[src/rtl/uart_pkg.sv]
`timescale 1ns/1ps
`default_nettype none
// ============================================================================
// Module      : uart_pkg
// Description : Constants and TX state encoding shared by the UART TX and RX paths.
// Revision    : 1.0
// ============================================================================
package uart_pkg;

    localparam int c_CLK_FREQ  = 100_000_000;
    localparam int c_BAUD_RATE = 9_600;
    localparam int c_DIV_BIT   = c_CLK_FREQ / c_BAUD_RATE;
    localparam int c_TIMER_W   = 14;

    localparam logic [1:0] c_ST_IDLE  = 2'd0;
    localparam logic [1:0] c_ST_START = 2'd1;
    localparam logic [1:0] c_ST_DATA  = 2'd2;
    localparam logic [1:0] c_ST_STOP  = 2'd3;

    typedef enum logic [1:0] {
        ST_IDLE  = c_ST_IDLE,
        ST_START = c_ST_START,
        ST_DATA  = c_ST_DATA,
        ST_STOP  = c_ST_STOP
    } tx_state_t;

endpackage
`default_nettype wire

[src/rtl/uart_baud_tick.sv]
`timescale 1ns/1ps
`default_nettype none
// ============================================================================
// Module      : uart_baud_tick
// Description : Bit timer counting 0..DIV_BIT-1; tick on the last clock of a bit.
// Revision    : 1.0
// ============================================================================
module uart_baud_tick
    import uart_pkg::*;
#(
    parameter int DIV_BIT = c_DIV_BIT
) (
    input  logic clk,
    input  logic reset,
    input  logic i_clear,
    output logic o_tick,
    output logic o_penult
);

    localparam logic [c_TIMER_W-1:0] c_LAST   = c_TIMER_W'(DIV_BIT - 1);
    localparam logic [c_TIMER_W-1:0] c_PENULT = c_TIMER_W'(DIV_BIT - 2);

    logic [c_TIMER_W-1:0] r_cnt;

    always_ff @(posedge clk or posedge reset) begin
        if (reset) begin
            r_cnt <= '0;
        end else if (i_clear || (r_cnt == c_LAST)) begin
            r_cnt <= '0;
        end else begin
            r_cnt <= r_cnt + c_TIMER_W'(1);
        end
    end

    assign o_tick   = (r_cnt == c_LAST);
    // One clock early so a registered output can land on the last clock of a bit.
    assign o_penult = (r_cnt == c_PENULT);

endmodule
`default_nettype wire

[src/rtl/uart_transmitter.sv]
`timescale 1ns/1ps
`default_nettype none
// ============================================================================
// Module      : uart_transmitter
// Description : 8N1/8N2 UART serialiser with one-entry holding register.
// Revision    : 1.0
// ============================================================================
module uart_transmitter
    import uart_pkg::*;
#(
    parameter int CLK_FREQ  = c_CLK_FREQ,
    parameter int BAUD_RATE = c_BAUD_RATE,
    parameter int STOP_BITS = 1,
    parameter int DIV_BIT   = CLK_FREQ / BAUD_RATE
) (
    input  logic       clk,
    input  logic       reset,
    input  logic [7:0] tx_data,
    input  logic       tx_valid,
    output logic       tx_ready,
    output logic       TxD,
    output logic       busy,
    output logic       done
);

    localparam logic c_LAST_STOP = (STOP_BITS == 2);

    tx_state_t  r_state, w_state_nxt;
    logic [7:0] r_shift, w_shift_nxt;
    logic [7:0] r_hold;
    logic       r_hold_full;
    logic [2:0] r_bit_idx, w_bit_idx_nxt;
    logic       r_stop_cnt, w_stop_cnt_nxt;
    logic       r_txd, w_txd_nxt;
    logic       r_busy, w_busy_nxt;
    logic       r_done, w_done_nxt;
    logic       w_load;
    logic       w_tick;
    logic       w_penult;
    logic       w_timer_clr;

    assign w_timer_clr = (r_state == ST_IDLE);

    uart_baud_tick #(
        .DIV_BIT (DIV_BIT)
    ) u_baud_tick (
        .clk      (clk),
        .reset    (reset),
        .i_clear  (w_timer_clr),
        .o_tick   (w_tick),
        .o_penult (w_penult)
    );

    always_comb begin
        w_state_nxt    = r_state;
        w_shift_nxt    = r_shift;
        w_bit_idx_nxt  = r_bit_idx;
        w_stop_cnt_nxt = r_stop_cnt;
        w_txd_nxt      = r_txd;
        w_busy_nxt     = r_busy;
        w_done_nxt     = 1'b0;
        w_load         = 1'b0;
        case (r_state)
            ST_IDLE: begin
                w_txd_nxt  = 1'b1;
                w_busy_nxt = 1'b0;
                if (r_hold_full) begin
                    w_load      = 1'b1;
                    w_shift_nxt = r_hold;
                    w_state_nxt = ST_START;
                    w_txd_nxt   = 1'b0;
                    w_busy_nxt  = 1'b1;
                end
            end
            ST_START: begin
                if (w_tick) begin
                    w_state_nxt   = ST_DATA;
                    w_txd_nxt     = r_shift[0];
                    w_bit_idx_nxt = 3'd0;
                end
            end
            ST_DATA: begin
                if (w_tick) begin
                    if (r_bit_idx == 3'd7) begin
                        w_state_nxt    = ST_STOP;
                        w_txd_nxt      = 1'b1;
                        w_stop_cnt_nxt = 1'b0;
                    end else begin
                        w_shift_nxt   = r_shift >> 1;
                        w_txd_nxt     = r_shift[1];
                        w_bit_idx_nxt = r_bit_idx + 3'd1;
                    end
                end
            end
            ST_STOP: begin
                w_done_nxt = w_penult && (r_stop_cnt == c_LAST_STOP);
                if (w_tick) begin
                    if (r_stop_cnt != c_LAST_STOP) begin
                        w_stop_cnt_nxt = 1'b1;
                    end else if (r_hold_full) begin
                        // Back-to-back: next start bit follows with no idle clock.
                        w_load      = 1'b1;
                        w_shift_nxt = r_hold;
                        w_state_nxt = ST_START;
                        w_txd_nxt   = 1'b0;
                    end else begin
                        w_state_nxt = ST_IDLE;
                        w_busy_nxt  = 1'b0;
                    end
                end
            end
            default: begin
                w_state_nxt = ST_IDLE;
                w_txd_nxt   = 1'b1;
                w_busy_nxt  = 1'b0;
            end
        endcase
    end

    always_ff @(posedge clk or posedge reset) begin
        if (reset) begin
            r_state    <= ST_IDLE;
            r_shift    <= '0;
            r_bit_idx  <= '0;
            r_stop_cnt <= 1'b0;
            r_txd      <= 1'b1;
            r_busy     <= 1'b0;
            r_done     <= 1'b0;
        end else begin
            r_state    <= w_state_nxt;
            r_shift    <= w_shift_nxt;
            r_bit_idx  <= w_bit_idx_nxt;
            r_stop_cnt <= w_stop_cnt_nxt;
            r_txd      <= w_txd_nxt;
            r_busy     <= w_busy_nxt;
            r_done     <= w_done_nxt;
        end
    end

    // Load and accept are exclusive: load needs a full holding reg, accept an empty one.
    always_ff @(posedge clk or posedge reset) begin
        if (reset) begin
            r_hold      <= '0;
            r_hold_full <= 1'b0;
        end else if (w_load) begin
            r_hold_full <= 1'b0;
        end else if (tx_valid && !r_hold_full) begin
            r_hold      <= tx_data;
            r_hold_full <= 1'b1;
        end
    end

    assign tx_ready = ~r_hold_full;
    assign TxD      = r_txd;
    assign busy     = r_busy;
    assign done     = r_done;

endmodule
`default_nettype wire
[config.mk]
export PLATFORM = sky130hd
export DESIGN_NAME = uart_transmitter
export DESIGN_NICKNAME = d
export VERILOG_FILES = /design/src/rtl/uart_pkg.sv /design/src/rtl/uart_baud_tick.sv /design/src/rtl/uart_transmitter.sv
export SDC_FILE = /design/constraint.sdc
export NUM_CORES = 1
export LEC_CHECK = 0
export BUFFER_PORTS_ARGS = -buffer_cell sky130_fd_sc_hd__buf_2
export CAP_MARGIN = 20
export CORE_MARGIN = 2
export CORE_UTILIZATION = 35
export CTS_CLUSTER_SIZE = 24
export DETAILED_ROUTE_END_ITERATION = 7
export PLACE_DENSITY_LB_ADDON = 0.3
export RECOVER_POWER = 100
export SKIP_CTS_REPAIR_TIMING = 1
export SKIP_LAST_GASP = 1
export SLEW_MARGIN = 20
export SYNTH_ARGS = -nofsm -noshare
export SYNTH_HDL_FRONTEND = slang
export SYNTH_SLANG_ARGS = --single-unit
[constraint.sdc]
create_clock -name clk -period 2.46 [get_ports clk]
set_clock_uncertainty 0.15 [all_clocks]
set_input_delay 0.123 -clock clk [delete_from_list [all_inputs] [get_ports clk]]
set_output_delay 0.123 -clock clk [all_outputs]
set_load 0.03 [all_outputs]
==> impl_results.rst <==
.. list-table::
   :header-rows: 1

   * - Metric
     - Value
   * - Top library cells by usage in the layout, fill and taps aside
     - 38 x dfrtp_1, 23 x mux2_2, 21 x nor2_1, 12 x inv_1
   * - Number of antenna repair diodes
     - 0
   * - Via count
     - 1391
   * - Final hold violation count
     - 0
   * - Tightest slew margin relative to the limit
     - 0.366
   * - Post-detailed-route via-to-cell ratio
     - 4.88
   * - Routed wire length
     - 3.60 mm
   * - Largest buffer count on any clock path
     - 2
   * - Setup repair after global routing missed its margin
     - false
   * - Critical path buffers and inverters
     - 0
   * - DRC violation count after routing
     - 0
   * - Final critical path time including I/O delays and setup
     - 2210 ps
   * - Warnings, synthesis
     - 0
   * - Cell type group with the largest total delay on the critical path
     - compound AO/OA/AOI/OAI gates
   * - Final total power
     - 1.36 mW
   * - GRT Total Usage
     - 0.122
   * - Final setup vio count
     - 0
   * - TritonCTS clock tree
     - done
   * - CTS Root Buffer Type
     - clkbuf_8
   * - Synth area leader
     - dfrtp_1
   * - Min-Delay Path Class
     - flop to flop
   * - Die W
     - 80.4 um
   * - Cell area after placement
     - roughly 2200 sq um
   * - Outcome
     - complete, no violations
   * - Top post-synthesis cells by area
     - dfrtp_1 47%, mux2_2 13%, ha_1 6.1%
   * - Final period util
     - 0.898
   * - First-pass DRT Iterations
     - 4
   * - Number of buffers added by the clock tree synthesis step
     - 5
   * - Worst ir drop on vdd
     - 0.282 mV
   * - First-pass GRT wire length
     - 6.20 mm
   * - Initial cell density of the core
     - 0.367
   * - Number of clock sinks
     - 39
   * - Yosys reg bits
     - 39
   * - Commonest non-fill, non-tap cell in the layout
     - dfrtp_1
   * - Initial antenna violation count
     - 0
   * - Critical Path Sink Type
     - flop
   * - Net count after synthesis
     - 205
   * - Post-route cell area
     - between 2000 and 2500 sq um
   * - Type of the setup path with the least slack
     - flop to flop
   * - ANT nets after route
     - 0
   * - Critical path's slowest cell
     - a221oi_4
   * - Net count of the finished layout
     - approximately 230
   * - CTS H-Tree Depth
     - 2
   * - Number of global-route vias before repair
     - 1340
   * - Largest driver fanout on the critical path
     - 8
   * - # Max-Cap Violations
     - 0
   * - Pre-CTS setup slack
     - about 260 ps
   * - Clock network latency to the later pin of the worst-skew pair
     - 290 ps
   * - Max Freq
     - 452 MHz
   * - Layout area overhead
     - 17.6%
   * - Top-Level Pins
     - 15
   * - Standard cell core area
     - 5570 sq um
   * - Maximum single-stage delay on the critical path
     - 490 ps
   * - Leak Pwr
     - ~1.1 nW
   * - Fraction of final layout cells with drive strength greater than 1
     - 0.230
   * - Initial DRC count
     - between 50 and 60
   * - Final slew viol count
     - 0
   * - Sequence of cells on the critical path
     - ha_1 -> and3_1 -> nand4_1 -> a221oi_4 -> mux2_2
   * - Clock Pin Slew Worst Setup and Hold Paths
     - approximately 70 ps
   * - Worst endpoint required time
     - 2480 ps
   * - Category of the worst setup path launch point
     - flop
   * - Mapped Cells
     - 184
   * - Total Negative Setup Slacks
     - 0 ps
   * - Worst Max-Slew Pin Slew
     - ~950 ps
   * - Die Y-Extent
     - 80.4 um
   * - Weighted congestion at the end of routability-driven global placement
     - 0.749
   * - Maximum number of pins on one net before global-route repair
     - 40
   * - Synthesized cell area
     - 2040 sq um
   * - HPWL reported at the end of detailed placement
     - between 2 and 2.5 mm
   * - Post-DR wirelength/cell
     - 12.6 um
   * - Grt ovf
     - 0
   * - Total instance count after detailed placement
     - 268
   * - Count of non-filler cells in the finished layout
     - 285
   * - Signal arrival time at the worst endpoint
     - between 2000 and 2500 ps
   * - Input/output buffers
     - 14
   * - Min setup slack post-route
     - 250 ps
   * - Top cell type's share of synthesized area
     - 0.465
   * - Syn Area/Cell
     - between 10 and 15 sq um
   * - Sequential cell area fraction in the yosys report
     - 0.478
   * - Filler Cell Count
     - 551
   * - Placement Rows
     - 27
   * - Area enclosed by the die boundary
     - 6460 sq um
   * - Power per unit of standard cell area
     - 568 nW/um^2
   * - Post-synth cell types
     - 37
   * - Hold WS
     - about 350 ps
   * - Post-Route Utilization
     - 0.431
==> worst register-to-register path: stages (launching register included) <==
cell and delay (ps):
dfrtp_1 400, ha_1 230, and3_1 260, nand4_1 180, a221oi_4 490, mux2_2 390
==> power by group <==
group | leakage (nW) | internal [mW] | switching (mW)
clock | 0.0654 | 0.405 | 0.221
combinational | 0.533 | 0.0405 | 0.0244
sequential | 0.490 | 0.663 | 0.0106
==> final timing paths <==
kind | startpoint | endpoint | slack, ps | depth (start not counted)
hold / removal | busy | busy | 350 | 2
setup / recovery | u_baud_tick.r_cnt[0] | r_shift[2] | 250 | 5
hold reg to reg | busy | busy | 350 | 2
max in group asynchronous | reset | r_bit_idx[2] | 1070 | 4
setup reg to reg | u_baud_tick.r_cnt[0] | r_shift[2] | 250 | 5
min in group asynchronous | reset | r_hold[6] | 510 | 4
==> synth_stat cells (all sizes together) <==
cell type	instances
or2	1
a22o	1
a211o	3
o21ai	3
a221oi	2
a21o	3
o22ai	1
nor2b	2
nor3	5
inv	12
and4	3
clkbuf	6
nand3	5
a21oi	2
and4bb	2
and3	2
nor2	21
dfstp	1
ha	10
a2111oi	1
nor4	2
a211oi	2
mux2	23
o22a	1
o21bai	2
nand4	5
or3	1
xnor2	10
o31ai	2
xor2	2
dfrtp	38
buf	1
nand2	9
==> logic make-up after synthesis <==
logic type | after synthesis | synth area share
buf+inv | 19 | 0.0367
flops | 39 | 0.478
mux | 23 | 0.127
simple gates | 58 | 0.154
compound gates | 23 | 0.0912
fa+ha+maj | 10 | 0.0612
xor+xnor | 12 | 0.0514
==> metal layers <==
layer | vias to the layer above | GRT usage | routed length [um]
met5 | - | 0 | 0
met4 | 0 | 0.0458 | 53
met3 | 4 | 0.0247 | 99
met2 | 17 | 0.186 | 1510
met1 | 670 | 0.170 | 1940
li1 | 700 | - | -
==> layout make-up <==
type,instances,area (sq um),share of cell area
repair buffers,28,183,0.0760
clock buffers,6,72.6,0.0302
inverters,12,45.0,0.0187
clock inverters,2,60.1,0.0250
well taps,72,90.1,0.0375
multi-input cells,126,976,0.406
flip-flops and latches,39,977,0.407
==> sequential cells by signal (all words and copies together), names as in the netlist <==
register	count
r_hold_full	1
r_shift	8
r_hold	8
r_state	2
u_baud_tick.r_cnt	14
done	1
TxD	1
r_bit_idx	3
busy	1
Note: power is estimated with default switching activity, not from simulation.
